--- config.mk ---
export PLATFORM = sky130hd
export DESIGN_NAME = des_decryption_iterative
export DESIGN_NICKNAME = d
export VERILOG_FILES = /design/src/rtl/des_decryption_iterative.sv
export SDC_FILE = /design/constraint.sdc
export NUM_CORES = 2
export LEC_CHECK = 0
export ABC_AREA = 1
export CAP_MARGIN = 20
export CORE_AREA = 2 2 348 350
export DETAILED_ROUTE_END_ITERATION = 10
export DIE_AREA = 0 0 350 352
export PLACE_DENSITY = 0.72
export SETUP_SLACK_MARGIN = 0.5
export SYNTH_ARGS = -nofsm -noshare
export SYNTH_HDL_FRONTEND = slang
export SYNTH_SLANG_ARGS = --single-unit
--- constraint.sdc ---
create_clock -name clk -period 39.2 [get_ports clk]
set_input_delay 11.76 -clock clk [delete_from_list [all_inputs] [get_ports clk]]
set_output_delay 11.76 -clock clk [all_outputs]
set_load 0.1 [all_outputs]
--- src/rtl/des_decryption_iterative.sv ---
// Iterative DES core: one Feistel round per clock, 16 rounds per block, keys applied K16..K1.
// Optional `DES_DEC_ENCRYPT_MODE_EN adds an `encrypt` input that selects forward key order.
module des_decryption_iterative (
  input  logic         clk,
  input  logic         rst,
  input  logic         start,
`ifdef DES_DEC_ENCRYPT_MODE_EN
  input  logic         encrypt,
`endif
  input  logic [63:0]  ciphertext,
  input  logic [767:0] round_keys,
  output logic         busy,
  output logic         output_valid,
  output logic [63:0]  result
);

  // DES bit n (1 = MSB) of a w-bit vector lives at index w-n throughout this file.
  typedef enum logic [1:0] {
    S_IDLE  = 2'd0,
    S_RUN   = 2'd1,
    S_FINAL = 2'd2
  } state_t;

  // Each entry holds rows 0..3 of one S-box, 16 nibbles per row, entry 0 in the top nibble.
  localparam logic [255:0] SBOX [8] = '{
    256'hE4D12FB83A6C5907_0F74E2D1A6CB9538_41E8D62BFC973A50_FC8249175B3EA06D,
    256'hF18E6B34972DC05A_3D47F28EC01A69B5_0E7BA4D158C6932F_D8A13F42B67C05E9,
    256'hA09E63F51DC7B428_D709346A285ECBF1_D6498F30B12C5AE7_1AD069874FE3B52C,
    256'h7DE3069A1285BC4F_D8B56F03472C1AE9_A690CB7DF13E5284_3F06A1D8945BC72E,
    256'h2C417AB6853FD0E9_EB2C47D150FA3986_421BAD78F9C5630E_B8C71E2D6F09A453,
    256'hC1AF92680D34E75B_AF427C9561DE0B38_9EF528C3704A1DB6_432C95FABE17608D,
    256'h4B2EF08D3C975A61_D0B7491AE35C2F86_14BDC37EAF680592_6BD814A7950FE23C,
    256'hD2846FB1A93E50C7_1FD8A374C56B0E92_7B419CE206ADF358_21E74A8DFC90356B
  };

  function automatic logic [63:0] ip_perm(input logic [63:0] d);
    return {d[6],  d[14], d[22], d[30], d[38], d[46], d[54], d[62],
            d[4],  d[12], d[20], d[28], d[36], d[44], d[52], d[60],
            d[2],  d[10], d[18], d[26], d[34], d[42], d[50], d[58],
            d[0],  d[8],  d[16], d[24], d[32], d[40], d[48], d[56],
            d[7],  d[15], d[23], d[31], d[39], d[47], d[55], d[63],
            d[5],  d[13], d[21], d[29], d[37], d[45], d[53], d[61],
            d[3],  d[11], d[19], d[27], d[35], d[43], d[51], d[59],
            d[1],  d[9],  d[17], d[25], d[33], d[41], d[49], d[57]};
  endfunction

  function automatic logic [63:0] fp_perm(input logic [63:0] d);
    return {d[24], d[56], d[16], d[48], d[8],  d[40], d[0],  d[32],
            d[25], d[57], d[17], d[49], d[9],  d[41], d[1],  d[33],
            d[26], d[58], d[18], d[50], d[10], d[42], d[2],  d[34],
            d[27], d[59], d[19], d[51], d[11], d[43], d[3],  d[35],
            d[28], d[60], d[20], d[52], d[12], d[44], d[4],  d[36],
            d[29], d[61], d[21], d[53], d[13], d[45], d[5],  d[37],
            d[30], d[62], d[22], d[54], d[14], d[46], d[6],  d[38],
            d[31], d[63], d[23], d[55], d[15], d[47], d[7],  d[39]};
  endfunction

  function automatic logic [47:0] expand(input logic [31:0] r);
    return {r[0],  r[31], r[30], r[29], r[28], r[27],
            r[28], r[27], r[26], r[25], r[24], r[23],
            r[24], r[23], r[22], r[21], r[20], r[19],
            r[20], r[19], r[18], r[17], r[16], r[15],
            r[16], r[15], r[14], r[13], r[12], r[11],
            r[12], r[11], r[10], r[9],  r[8],  r[7],
            r[8],  r[7],  r[6],  r[5],  r[4],  r[3],
            r[4],  r[3],  r[2],  r[1],  r[0],  r[31]};
  endfunction

  function automatic logic [31:0] p_perm(input logic [31:0] s);
    return {s[16], s[25], s[12], s[11], s[3],  s[20], s[4],  s[15],
            s[31], s[17], s[9],  s[6],  s[27], s[14], s[1],  s[22],
            s[30], s[24], s[8],  s[18], s[0],  s[5],  s[29], s[23],
            s[13], s[19], s[2],  s[26], s[10], s[21], s[28], s[7]};
  endfunction

  // Entry e of an S-box sits at bits [255-4e -: 4]; 255-4e is {~e, 2'b11} for a 6-bit e.
  function automatic logic [31:0] f_round(input logic [31:0] r, input logic [47:0] k);
    logic [47:0]  x;
    logic [5:0]   six;
    logic [5:0]   entry;
    logic [255:0] sb;
    logic [31:0]  s;
    x = expand(r) ^ k;
    s = 32'h0;
    for (int i = 0; i < 8; i++) begin
      six   = x[47-6*i -: 6];
      entry = {six[5], six[0], six[4:1]};
      sb    = SBOX[i];
      s[31-4*i -: 4] = sb[{~entry, 2'b11} -: 4];
    end
    return p_perm(s);
  endfunction

  state_t        state_r;
  state_t        state_nx_s;
  logic [31:0]   l_r;
  logic [31:0]   r_r;
  logic [47:0]   key_r [16];
  logic [3:0]    round_cnt_r;
  logic [3:0]    key_idx_s;
  logic [47:0]   round_key_s;
  logic [31:0]   f_out_s;
  logic          busy_r;
  logic          valid_r;
  logic [63:0]   result_r;
`ifdef DES_DEC_ENCRYPT_MODE_EN
  logic          enc_r;
`endif

  assign busy         = busy_r;
  assign output_valid = valid_r;
  assign result       = result_r;

  // Round-key selection (K16 first when decrypting) and the round function.
  always_comb begin
    key_idx_s = 4'd15 - round_cnt_r;
`ifdef DES_DEC_ENCRYPT_MODE_EN
    if (enc_r) begin
      key_idx_s = round_cnt_r;
    end else begin
      key_idx_s = 4'd15 - round_cnt_r;
    end
`endif
    round_key_s = key_r[key_idx_s];
    f_out_s     = f_round(r_r, round_key_s);
  end

  // Next-state logic.
  always_comb begin
    state_nx_s = state_r;
    case (state_r)
      S_IDLE: begin
        if (start) begin
          state_nx_s = S_RUN;
        end else begin
          state_nx_s = S_IDLE;
        end
      end
      S_RUN: begin
        if (round_cnt_r == 4'd15) begin
          state_nx_s = S_FINAL;
        end else begin
          state_nx_s = S_RUN;
        end
      end
      S_FINAL: state_nx_s = S_IDLE;
      default: state_nx_s = S_IDLE;
    endcase
  end

  // State register.
  always_ff @(posedge clk or posedge rst) begin
    if (rst) begin
      state_r <= S_IDLE;
    end else begin
      state_r <= state_nx_s;
    end
  end

  // Block datapath, key latch and registered handshake outputs.
  always_ff @(posedge clk or posedge rst) begin
    if (rst) begin
      l_r         <= 32'h0;
      r_r         <= 32'h0;
      round_cnt_r <= 4'd0;
      busy_r      <= 1'b0;
      valid_r     <= 1'b0;
      result_r    <= 64'h0;
      for (int i = 0; i < 16; i++) begin
        key_r[i] <= 48'h0;
      end
`ifdef DES_DEC_ENCRYPT_MODE_EN
      enc_r       <= 1'b0;
`endif
    end else begin
      valid_r <= 1'b0;
      case (state_r)
        S_IDLE: begin
          if (start) begin
            {l_r, r_r}  <= ip_perm(ciphertext);
            round_cnt_r <= 4'd0;
            busy_r      <= 1'b1;
            for (int i = 0; i < 16; i++) begin
              key_r[i] <= round_keys[767-48*i -: 48];
            end
`ifdef DES_DEC_ENCRYPT_MODE_EN
            enc_r       <= encrypt;
`endif
          end
        end
        S_RUN: begin
          l_r <= r_r;
          r_r <= l_r ^ f_out_s;
          // Counter parks at 15 on the last round rather than wrapping.
          if (round_cnt_r != 4'd15) begin
            round_cnt_r <= round_cnt_r + 4'd1;
          end
        end
        S_FINAL: begin
          result_r <= fp_perm({r_r, l_r});
          valid_r  <= 1'b1;
          busy_r   <= 1'b0;
        end
        default: busy_r <= 1'b0;
      endcase
    end
  end

endmodule

==> reports/results.tsv <==
stage	metric	value	unit
cts	numCtsBuffers	99	
setup_path	cp.required	39.82	ns
power	ir_worst_vdd	0.0467	mV
power	power.density	104	nW/um2
setup_path	cpPeakStageDelay	0.93	ns
cts	cts_tree	done	
setup_path	path_cells	clkdlybuf4s50_1, nand3_4, inv_8, buf_4, buf_4, nand2_1, o21ai_0	
yosys	synth_area_leaders	dfrtp_1 (47%), nand2_1 (23%), o21ai_0 (6.6%)	
floorplan	die_w	350	um
floorplan	rows	127	
sta	finalSetupViolations	0	
yosys	synthesis.nets	7525	
setup_path	crit_fanout	136	
global_route	grt_pass1_wl	287	mm
setup_path	cp-start-kind	input port	
yosys	ys_seq_area_frac	0.474	
yosys	yosys.area_share.adder	0.0123	
drt	wirelength	197	mm
sta	tightest_slew	1.09	ns
final_layout	nFillCells	11492	
drt	drtIter0Drc	5025	
placement	gp_congestion	0.944	
sta	layout_worst_path_cycle_share	0.393	
sta	clock_skew	0.0451	ns
yosys	synth_cells	6643	
power	leakage	0.0298	uW
cts	clock_latency	0.71	ns
yosys	synth_seq_cells	904	
cts	post-cts-setup-buffers	0	
yosys	syn_area_per_cell	7.18	um2
drt	wire_per_inst	21.7	um
placement	post-place-ws	23.19	ns
drt	vias	47740	
cts	clk_path_buf_depth	3	
yosys	yosys.area.top_type	dfrtp_1	
drt	postRouteAntennaNets	0	
global_route	grt_pass1_vias	44529	
yosys	synth_top_family_by_area	simple AND/OR/NAND/NOR gates	
placement	portBuffers	900	
setup_path	crit_top_cell	buf_4	
final_layout	area_growth	27.0	%
setup_path	path_buf_inv	4	
yosys	synthSimpleGateAreaFrac	0.321	
status	status	finished clean	
flow_run	maxCapViolations	0	
yosys	yosys_warnings	0	
cts	cts_root_buffer	clkbuf_16	
global_route	grt_max_degree	208	
placement	post-dp-hpwl	144	mm
sta	rsz0062_at_grt	no	
floorplan	fp.coreArea	119000	um2
min_path	holdCritPathClass	reg -> reg	
drt	first_pass_iters	6	
setup_path	arrival	16.03	ns
setup_path	endpoint_kind	flip-flop	
drt	via_per_inst	5.28	
setup_path	worstSetupPathType	in -> reg	
global_route	antenna_found_initial	60	
global_route	track_usage	0.311	
sta	tns	0	ns
global_route	grt_overflow	0	
yosys	synth_compound_area_frac	0.109	
yosys	synth_cell_type_count	37	
yosys	synth_xor_area_frac	0.00349	
final_layout	multi_input_area	21300	um2
final_layout	fin_nets	8185	
yosys	yosysTopAreaCellShare	0.474	
floorplan	die_area	123000	um2
setup_path	cp_top_family	buffers and inverters	
drt	drc	0	
sta	slew-limit-headroom	0.271	
final_layout	drive_gt1_frac	0.0425	
sta	slew_violations	0	
sta	timing.final.ws_setup	23.79	ns
cts	clkSinkCount	904	
final_layout	final-seq-area	22600	um2
floorplan	die_h	352	um
yosys	muxShareOfSynthArea	0	
cts	ctsHtreeMaxLevel	3	
cts	clk_pin_slew_worst_paths	0.06	ns
setup_path	cpMaxStageDelayCell	inv_8	
floorplan	start_util	0.400	
sta	fmax	64.9	MHz
sta	fin_crit	15.41	ns
cts	cts_resized	0	
cts	cts_hold_buf	0	
sta	finalHoldViolations	0	
floorplan	ioPinCount	901	
yosys	synth_area	47700	um2
metal layers:
metal,wire length (um),track usage,share of wire,vias to the layer above
met5,105,0,0.00053,-
met3,17300,0.0629,0.088,437
met1,80300,0.419,0.41,22706
li1,-,-,-,22310
met2,87400,0.466,0.44,2273
met4,11400,0.172,0.058,14
where the power goes:
group,internal (uW),switching (uW)
registers,1370,248
logic,1100,2630
clock network,541,410
worst reg2reg max path, stage by stage (launching register included):
cell	delay (ns)
dfrtp_4	0.78
buf_4	0.73
buf_4	0.74
nand2_1	0.19
o211ai_1	0.20
nand2_1	0.19
nand2_1	0.10
nand2_1	0.17
inv_2	0.12
nand2_1	0.08
nand2_1	0.09
nand2_1	0.21
ha_1	0.41
inv_1	0.09
nand2_1	0.10
nand2_1	0.06
inv_1	0.09
nand2_1	0.07
nand2_1	0.08
nand2_1	0.06
nand2_1	0.09
nand2_1	0.06
nand2_1	0.05
nand3_1	0.06
nand2_1	0.16
nand2_1	0.07
stage by stage:
stage               area [um2]  power, uW  std cells  utilization  hold slack (ns)
floorplan                47700       4200       6643            -            0.414
global placement         57200       5260       8812        0.479            0.456
detailed placement       57200       5290       8812        0.479            0.460
CTS                      60400       6270       8991        0.506            0.476
global route             60600       6810       9038        0.508            0.484
finish                   60600       6300       9043        0.508            0.471
registers in the layout, summed over array words and instances (netlist names):
register      count
l_r              32
output_valid      1
busy              1
result           64
key_r           768
r_r              32
round_cnt_r       4
state_r           2
cells by family (layout without fill, tap and decap cells):
logic type,count (synthesis),after routing
other,0,50
xor gates and xnor gates,10,10
adders and majority gates,47,47
buffers and inverters,870,1608
AOI/OAI and AO/OA,952,952
and+or+nand+nor,3860,3860
DFF,904,904
final cells by class:
| cell class | instances | area share |
|---|---|---|
| Antenna cell | 50 | 0.00206 |
| Inverter | 480 | 0.0301 |
| Timing Repair Buffer | 949 | 0.156 |
| Tap cell | 1612 | 0.0333 |
| Clock buffer | 141 | 0.0470 |
| Sequential cell | 904 | 0.373 |
| Clock inverter | 38 | 0.00708 |
| Multi-Input combinational cell | 4869 | 0.351 |
cell usage in the layout (no fill, tap or decap), types with 22 or more instances in the layout:
cell type,count
nand2_2,35
dfrtp_1,901
o211ai_1,118
inv_1,434
a21oi_1,96
o21ai_1,83
clkbuf_16,100
o21ai_0,626
diode_2,50
nand2_1,2911
nand3_1,534
inv_2,35
clkdlybuf4s50_1,898
nor2_1,361
buf_4,45
clkbuf_1,22
ha_1,47
Yosys cell counts (all sizes together):
| cell type | n |
|---|---|
| nor2 | 364 |
| nor3 | 3 |
| ha | 47 |
| xnor2 | 1 |
| clkbuf | 217 |
| nand3 | 541 |
| xor2 | 9 |
| or2 | 3 |
| clkinv | 7 |
| o21bai | 1 |
| nand4 | 2 |
| nand3b | 1 |
| o21ai | 710 |
| nand2 | 2946 |
| inv | 473 |
| o221ai | 15 |
| o211ai | 124 |
| buf | 173 |
| a21oi | 97 |
| dfrtp | 904 |
| a22o | 1 |
| o22ai | 4 |
final timing paths:
path	start	to	slack, ns	depth (start not counted)
setup / recovery	start	key_r[357]	23.79	7
hold / removal	key_r[718]	key_r[718]	0.47	2
setup reg to reg	round_cnt_r[0]	r_r[14]	34.00	25
hold reg to reg	key_r[718]	key_r[718]	0.47	2
max in group asynchronous	rst	result[4]	24.45	5
min in group asynchronous	rst	key_r[427]	11.58	2
(Power assumes the default switching activity.)
